$ cat src/rtl/grid_snapshot_csr_pkg.sv
// grid_if_pkg: shared constants for the grid snapshot CSR block.
//   Register offsets are relative to ROWS (the first word after the row
//   window), plus CTRL bit positions and the change-sequence counter width.
package grid_if_pkg;
    localparam int OFS_STATUS  = 0;
    localparam int OFS_CTRL    = 1;
    localparam int OFS_DIRTY   = 2;

    localparam int CTRL_FREEZE = 0;
    localparam int CTRL_IRQ_EN = 1;
    localparam int CTRL_SNAP   = 2;

    localparam int SEQ_W       = 16;
endpackage

$ cat src/rtl/grid_snapshot_csr_dirty_tracker.sv
// grid_dirty_tracker: per-row dirty flags and change sequence counter.
//   clk, reset   : clock, synchronous active-high reset
//   i_capture    : shadow is being reloaded from the live grid this edge
//   i_grid       : live grid (ROWS*COLS packed, row r at [r*COLS +: COLS])
//   i_shadow     : current shadow copy (pre-edge)
//   i_clear      : write-1-to-clear mask for the dirty flags
//   o_dirty      : per-row dirty flags
//   o_seq        : count of captures that changed at least one row
module grid_dirty_tracker
    import grid_if_pkg::*;
#(
    parameter int COLS = 10,
    parameter int ROWS = 20
) (
    input  logic                   clk,
    input  logic                   reset,
    input  logic                   i_capture,
    input  logic [ROWS*COLS-1:0]   i_grid,
    input  logic [ROWS*COLS-1:0]   i_shadow,
    input  logic [ROWS-1:0]        i_clear,
    output logic [ROWS-1:0]        o_dirty,
    output logic [SEQ_W-1:0]       o_seq
);
    logic [ROWS-1:0]  w_diff;
    logic [ROWS-1:0]  r_dirty;
    logic [SEQ_W-1:0] r_seq;

    always_comb begin
        w_diff = '0;
        for (int r = 0; r < ROWS; r++)
            w_diff[r] = (i_grid[r*COLS +: COLS] != i_shadow[r*COLS +: COLS]);
    end

    always_ff @(posedge clk) begin
        if (reset) begin
            r_dirty <= '0;
            r_seq   <= '0;
        end else begin
            // Set is OR-ed in after the clear so a same-cycle change survives.
            r_dirty <= (r_dirty & ~i_clear) | (i_capture ? w_diff : '0);
            if (i_capture && (|w_diff))
                r_seq <= r_seq + 1'b1;
        end
    end

    assign o_dirty = r_dirty;
    assign o_seq   = r_seq;
endmodule

$ cat src/rtl/grid_snapshot_csr.sv
// grid_snapshot_csr: Avalon-MM slave giving the CPU a coherent view of the
// game grid via a shadow copy that is live-tracking or frozen.
//   clk, reset          : clock, synchronous active-high reset
//   grid_state          : live grid from the game core
//   avs_address         : word address (rows, STATUS, CTRL, DIRTY)
//   avs_read/avs_write  : bus strobes, no waitrequest
//   avs_writedata       : write data
//   avs_readdata        : read data, fixed latency 1, held between reads
//   avs_readdatavalid   : one-cycle pulse per read
//   irq                 : level interrupt, IRQ_EN & any dirty row (registered)
module grid_snapshot_csr
    import grid_if_pkg::*;
#(
    parameter int COLS   = 10,
    parameter int ROWS   = 20,
    parameter int ADDR_W = 5
) (
    input  logic                 clk,
    input  logic                 reset,
    input  logic [ROWS*COLS-1:0] grid_state,
    input  logic [ADDR_W-1:0]    avs_address,
    input  logic                 avs_read,
    input  logic                 avs_write,
    input  logic [31:0]          avs_writedata,
    output logic [31:0]          avs_readdata,
    output logic                 avs_readdatavalid,
    output logic                 irq
);
    if (COLS > 32 || ROWS > 32 || (2**ADDR_W) < ROWS + 3) begin : g_bad_param
        $error("grid_snapshot_csr: illegal COLS/ROWS/ADDR_W combination");
    end

    localparam logic [ADDR_W-1:0] A_STATUS = ADDR_W'(ROWS + OFS_STATUS);
    localparam logic [ADDR_W-1:0] A_CTRL   = ADDR_W'(ROWS + OFS_CTRL);
    localparam logic [ADDR_W-1:0] A_DIRTY  = ADDR_W'(ROWS + OFS_DIRTY);

    logic [ROWS*COLS-1:0] r_shadow;
    logic                 r_freeze;
    logic                 r_irq_en;
    logic [31:0]          r_rdata;
    logic                 r_rvalid;
    logic                 r_irq;

    logic                 w_ctrl_wr;
    logic                 w_capture;
    logic [ROWS-1:0]      w_clear;
    logic [ROWS-1:0]      w_dirty;
    logic [SEQ_W-1:0]     w_seq;
    logic                 w_any_dirty;
    logic [31:0]          w_rdata;
    logic                 w_unused;

    assign w_ctrl_wr   = avs_write && (avs_address == A_CTRL);
    // SNAP forces a capture on the edge that accepts the write, even while
    // frozen; the FREEZE bit written alongside only takes effect afterwards.
    assign w_capture   = !r_freeze || (w_ctrl_wr && avs_writedata[CTRL_SNAP]);
    assign w_clear     = (avs_write && (avs_address == A_DIRTY)) ?
                         avs_writedata[ROWS-1:0] : '0;
    assign w_any_dirty = |w_dirty;
    assign w_unused    = ^avs_writedata;

    grid_dirty_tracker #(.COLS(COLS), .ROWS(ROWS)) u_tracker (
        .clk       (clk),
        .reset     (reset),
        .i_capture (w_capture),
        .i_grid    (grid_state),
        .i_shadow  (r_shadow),
        .i_clear   (w_clear),
        .o_dirty   (w_dirty),
        .o_seq     (w_seq)
    );

    // Read mux works on pre-edge state, so a read racing a write or a
    // capture returns the old contents.
    always_comb begin
        w_rdata = '0;
        for (int r = 0; r < ROWS; r++)
            if (avs_address == ADDR_W'(r))
                w_rdata = 32'(r_shadow[r*COLS +: COLS]);
        if (avs_address == A_STATUS)
            w_rdata = {w_seq, 15'b0, w_any_dirty};
        else if (avs_address == A_CTRL)
            w_rdata = {30'b0, r_irq_en, r_freeze};
        else if (avs_address == A_DIRTY)
            w_rdata = 32'(w_dirty);
    end

    always_ff @(posedge clk) begin
        if (reset) begin
            r_shadow <= '0;
            r_freeze <= 1'b0;
            r_irq_en <= 1'b0;
            r_rdata  <= '0;
            r_rvalid <= 1'b0;
            r_irq    <= 1'b0;
        end else begin
            if (w_capture)
                r_shadow <= grid_state;
            if (w_ctrl_wr) begin
                r_freeze <= avs_writedata[CTRL_FREEZE];
                r_irq_en <= avs_writedata[CTRL_IRQ_EN];
            end
            r_rvalid <= avs_read;
            if (avs_read)
                r_rdata <= w_rdata;
            r_irq <= r_irq_en & w_any_dirty;
        end
    end

    assign avs_readdata      = r_rdata;
    assign avs_readdatavalid = r_rvalid;
    assign irq               = r_irq;
endmodule

$ cat config.mk
export PLATFORM = sky130hd
export DESIGN_NAME = grid_snapshot_csr
export DESIGN_NICKNAME = d
export VERILOG_FILES = /design/src/rtl/grid_snapshot_csr_pkg.sv /design/src/rtl/grid_snapshot_csr_dirty_tracker.sv /design/src/rtl/grid_snapshot_csr.sv
export SDC_FILE = /design/constraint.sdc
export NUM_CORES = 1
export LEC_CHECK = 0
export CAP_MARGIN = 15
export CORE_MARGIN = 3
export CORE_UTILIZATION = 25
export CTS_CLUSTER_SIZE = 25
export DETAILED_ROUTE_END_ITERATION = 8
export PLACE_DENSITY = 0.53
export RECOVER_POWER = 100
export REMOVE_ABC_BUFFERS = 1
export SYNTH_ARGS = -nofsm -noshare
export SYNTH_HDL_FRONTEND = slang
export SYNTH_HIERARCHICAL = 1
export SYNTH_SLANG_ARGS = --single-unit
$ cat constraint.sdc
create_clock -name clk -period 5.6 [get_ports clk]
set_clock_uncertainty 0.05 [all_clocks]
set_input_delay 1.12 -clock clk [delete_from_list [all_inputs] [get_ports clk]]
set_output_delay 1.12 -clock clk [all_outputs]
set_load 0.02 [all_outputs]
==> impl_results.md <==
- Switch Pwr: between 1 and 1.5 mW
- FF+latch area: ~5400 um2
- GR Overflow Total: 0
- Vias in the first global route: around 14k
- Area Overhead vs Synth: 28.4%
- IO buf count: between 200 and 300
- Core area: 57100 um2
- Mapped Cells: 1872
- Final period demand of the worst path: ~4.6 ns
- Main synth FF type: dfxtp_1
- Die height: ~250 um
- Failing checks: max-capacitance violations, max-slew violations
- H-tree depth: 2
- Fin cells: 2845
- Average wire per standard cell: about 22 um
- Int Power: around 3.8 mW
- Critical path required time: slightly below 6 ns
- Synth cell count leaders: 469 x nand2_1, 289 x a21oi_1, 272 x dfxtp_1, 162 x xor2_1, 62 x nor2_1
- Power per standard cell area: ~280 nW/um2
- Synth warnings: 6
- TritonCTS Buffers: 35
- Detailed-route DRC error count: 0
- First-pass GRT wire length: just under 90000 um
- Post-CTS Hold Buffers: 0
- EDFF count, synth: 0
- Maximum net fanout on the critical path: 16
- Hold Path Cell Cnt: 2
- Dominant cell type by area after synthesis: dfxtp_1
- Gpl congestion: between 0.9 and 1
- Top cell type's share of synthesized area: 37.3%
- Crit. Startpoint: avs_address[2]
- Top cell by count, worst path: clkbuf_1
- CTS root buf: clkbuf_16
- Number of I/O pins: 275
- Worst min path class: flop to flop
- Most frequent cell after synthesis: nand2_1
- Setup TNS: 0 ns
- Nets: 2305
- GR Util All Layers: 19.3%
- Drt initial violations: around 1.3k
- Worst VDD drop: about 0.19 mV
- Sw Share: between 20% and 30%
- Unique masters post-synth: 80
- Top cells by area, synth: dfxtp_1 37%, nand2_1 12%, a21oi_1 9.9%, xor2_1 9.7%, xnor2_1 2.5%
- Arrival @ worst endpoint: just under 5 ns
- Clock power frac: a little under half
- TritonCTS clock tree: yes
- Syn Area/Cell: just under 8 um2
- Final Hold Vio Count: 0
- Total Power: 5.20 mW
- Initial core utilization: roughly a quarter
- RSZ-0062 raised after global routing: no
- Worst relative slew slack: -64.8%
- # setup viols final: 0
- Final ANT Viol Nets: 0
- Critical path cell sequence: dlygate4sd3_1 -> clkbuf_1 -> clkbuf_1 -> nand2b_1 -> nand3b_1 -> nand2_1 -> nor2_1 -> o2bb2ai_1 -> a211oi_1
- Critical Path Slowest Stage Cell: dlygate4sd3_1
- Max-slew violation count: just over 300
- Slew at the pin closest to its max-slew limit: between 2 and 2.5 ns
- Crit start category: input port
- Worst hold start: avs_readdata[31]
- Final HPWL DP: 46100 um
- Async SR Flop Fraction: 0%
- Leakage: between 7 and 8 nW
- Drt first pass iters: 7
- CP Capture Type: flop
- R2R cell count: 8
- Layout cells sized above 1: under 10%
- Flop pwr share: between 40% and 50%
- Comb pwr share: between 10% and 20%
- Delay of the slowest critical-path stage: around 1.0 ns
- Drt total wl: approximately 62000 um
- Clk slew on worst S/H paths: ~0.06 ns
- Post-CTS Setup Inserts: 0
- Vias/cell: ~5
- Placed instance count: around 2.8k
- Clk Latency, worst-skew pair: between 0.5 and 0.6 ns
- Sequential-to-total area share from yosys stat: 37.3%
- Rows: between 80 and 90
- RR Startpoint: r_shadow[37]
- Total die area: just over 60000 um2
- Number of synthesized register bits: roughly 270
- Clock sink count: 272
- Top achievable clock speed: ~220 MHz
- Post-Syn Area: 14600 um2
- Fill cells: 6064
- Largest net degree at the start of global routing: around 200
- Setup CP Type: input port to flop
- Bufs on Longest Clock Path: 3
- Max_cap viols: 4
- DR vias: ~14k
- Die Width: about 250 um
- Initial antenna violation count: 3
- Multi-input gate area: roughly 8300 um2
- CTS resizes: 0
- Status: finished, violations left
- Final period util: 82.1%
==> metrics by stage <==
| step | worst slack, ns | cell area, um2 | util (%) | hold slack, ns |
|---|---|---|---|---|
| global route | 0.791 | 18800 | 32.8 | 0.420 |
| global placement | 1.24 | 17600 | 30.9 | 0.395 |
| detailed placement | 1.17 | 17600 | 30.9 | 0.406 |
| CTS | 1.77 | 18800 | 32.9 | 0.413 |
| floorplan | -4.50 | 13800 | - | 0.395 |
| finish | 1.00 | 18800 | 32.8 | 0.406 |
==> metal layers <==
metal  up-vias  GRT usage, %  part of all wire, %
met5         -             0                0.013
met4         2          6.06                  2.8
met3        79          3.18                  6.1
met2       497          32.2                   48
met1      6827          25.5                   43
li1       6853             -                    -
==> sequential cells by signal (all words and copies together), names as in the netlist <==
register and flops:
r_shadow 200, avs_readdata 32, u_tracker/o_dirty 20, u_tracker/o_seq 16, avs_readdatavalid 1, irq 1, r_freeze 1, r_irq_en 1
==> worst max-delay path, delay by kind of cell <==
family,cells,cell delay [ns]
buffers and inverters,3,2.31
and+or+nand+nor,4,1.16
AOI/OAI and AO/OA,2,0.23
==> cells in the final DEF (no fill, tap or decap), types with 6 or more instances in the layout <==
master,instances
a21oi_1,290
a221oi_1,9
a22oi_1,9
a31oi_1,6
and3_1,28
buf_4,14
clkbuf_1,12
clkbuf_16,36
clkbuf_8,9
clkdlybuf4s50_1,222
dfxtp_1,272
dlygate4sd3_1,37
inv_1,6
mux2i_1,34
nand2_1,469
nand2b_1,7
nand3_1,43
nand4_1,24
nor2_1,62
nor2b_1,31
nor3_1,16
nor4_1,54
o21ai_0,37
o21ai_1,9
o22ai_1,8
o2bb2ai_1,8
o31ai_1,9
xnor2_1,41
xor2_1,162
==> path summary, 6_finish.rpt <==
| check | slack, ns | end |
|---|---|---|
| worst max register to register | 2.04 | u_tracker/o_seq[9] |
| worst min-delay path | 0.41 | avs_readdata[31] |
| worst min register to register | 0.41 | avs_readdata[31] |
| worst max-delay path | 1.0 | avs_readdata[8] |
==> cell type report <==
| type | count | share of cell area (%) |
|---|---|---|
| clock buffer | 52 | 5.60 |
| clock inverter | 10 | 0.760 |
| inverter | 9 | 0.207 |
| tap | 756 | 5.04 |
| antenna | 1 | 0.0133 |
| timing repair buffer | 285 | 14.9 |
| sequential | 272 | 29.0 |
| multi-input combinational | 1460 | 44.4 |
==> kinds of logic (layout without fill, tap and decap cells) <==
family          Yosys count  count (layout)  synth area share [%]
simple gates            777             777                  24.4
compound gates          435             435                  17.2
flops                   272             272                  37.3
xor+xnor                203             203                  12.2
buf+inv                 140             356                  5.50
mux                      44              44                  3.48
fa+ha+maj                 1               1                0.0856
other cells               0               1                     0
==> power groups by stage <==
stage          sequential [mW]  clock, mW  combinational (mW)
5_1_grt                   2.15       2.49               0.757
3_3_place_gp              2.18          0               0.687
3_5_place_dp              2.19          0               0.693
6_report                  2.15       2.35               0.700
2_1_floorplan             2.15          0               0.296
4_1_cts                   2.14       2.40               0.697
Power figures use the tool's default switching activity.
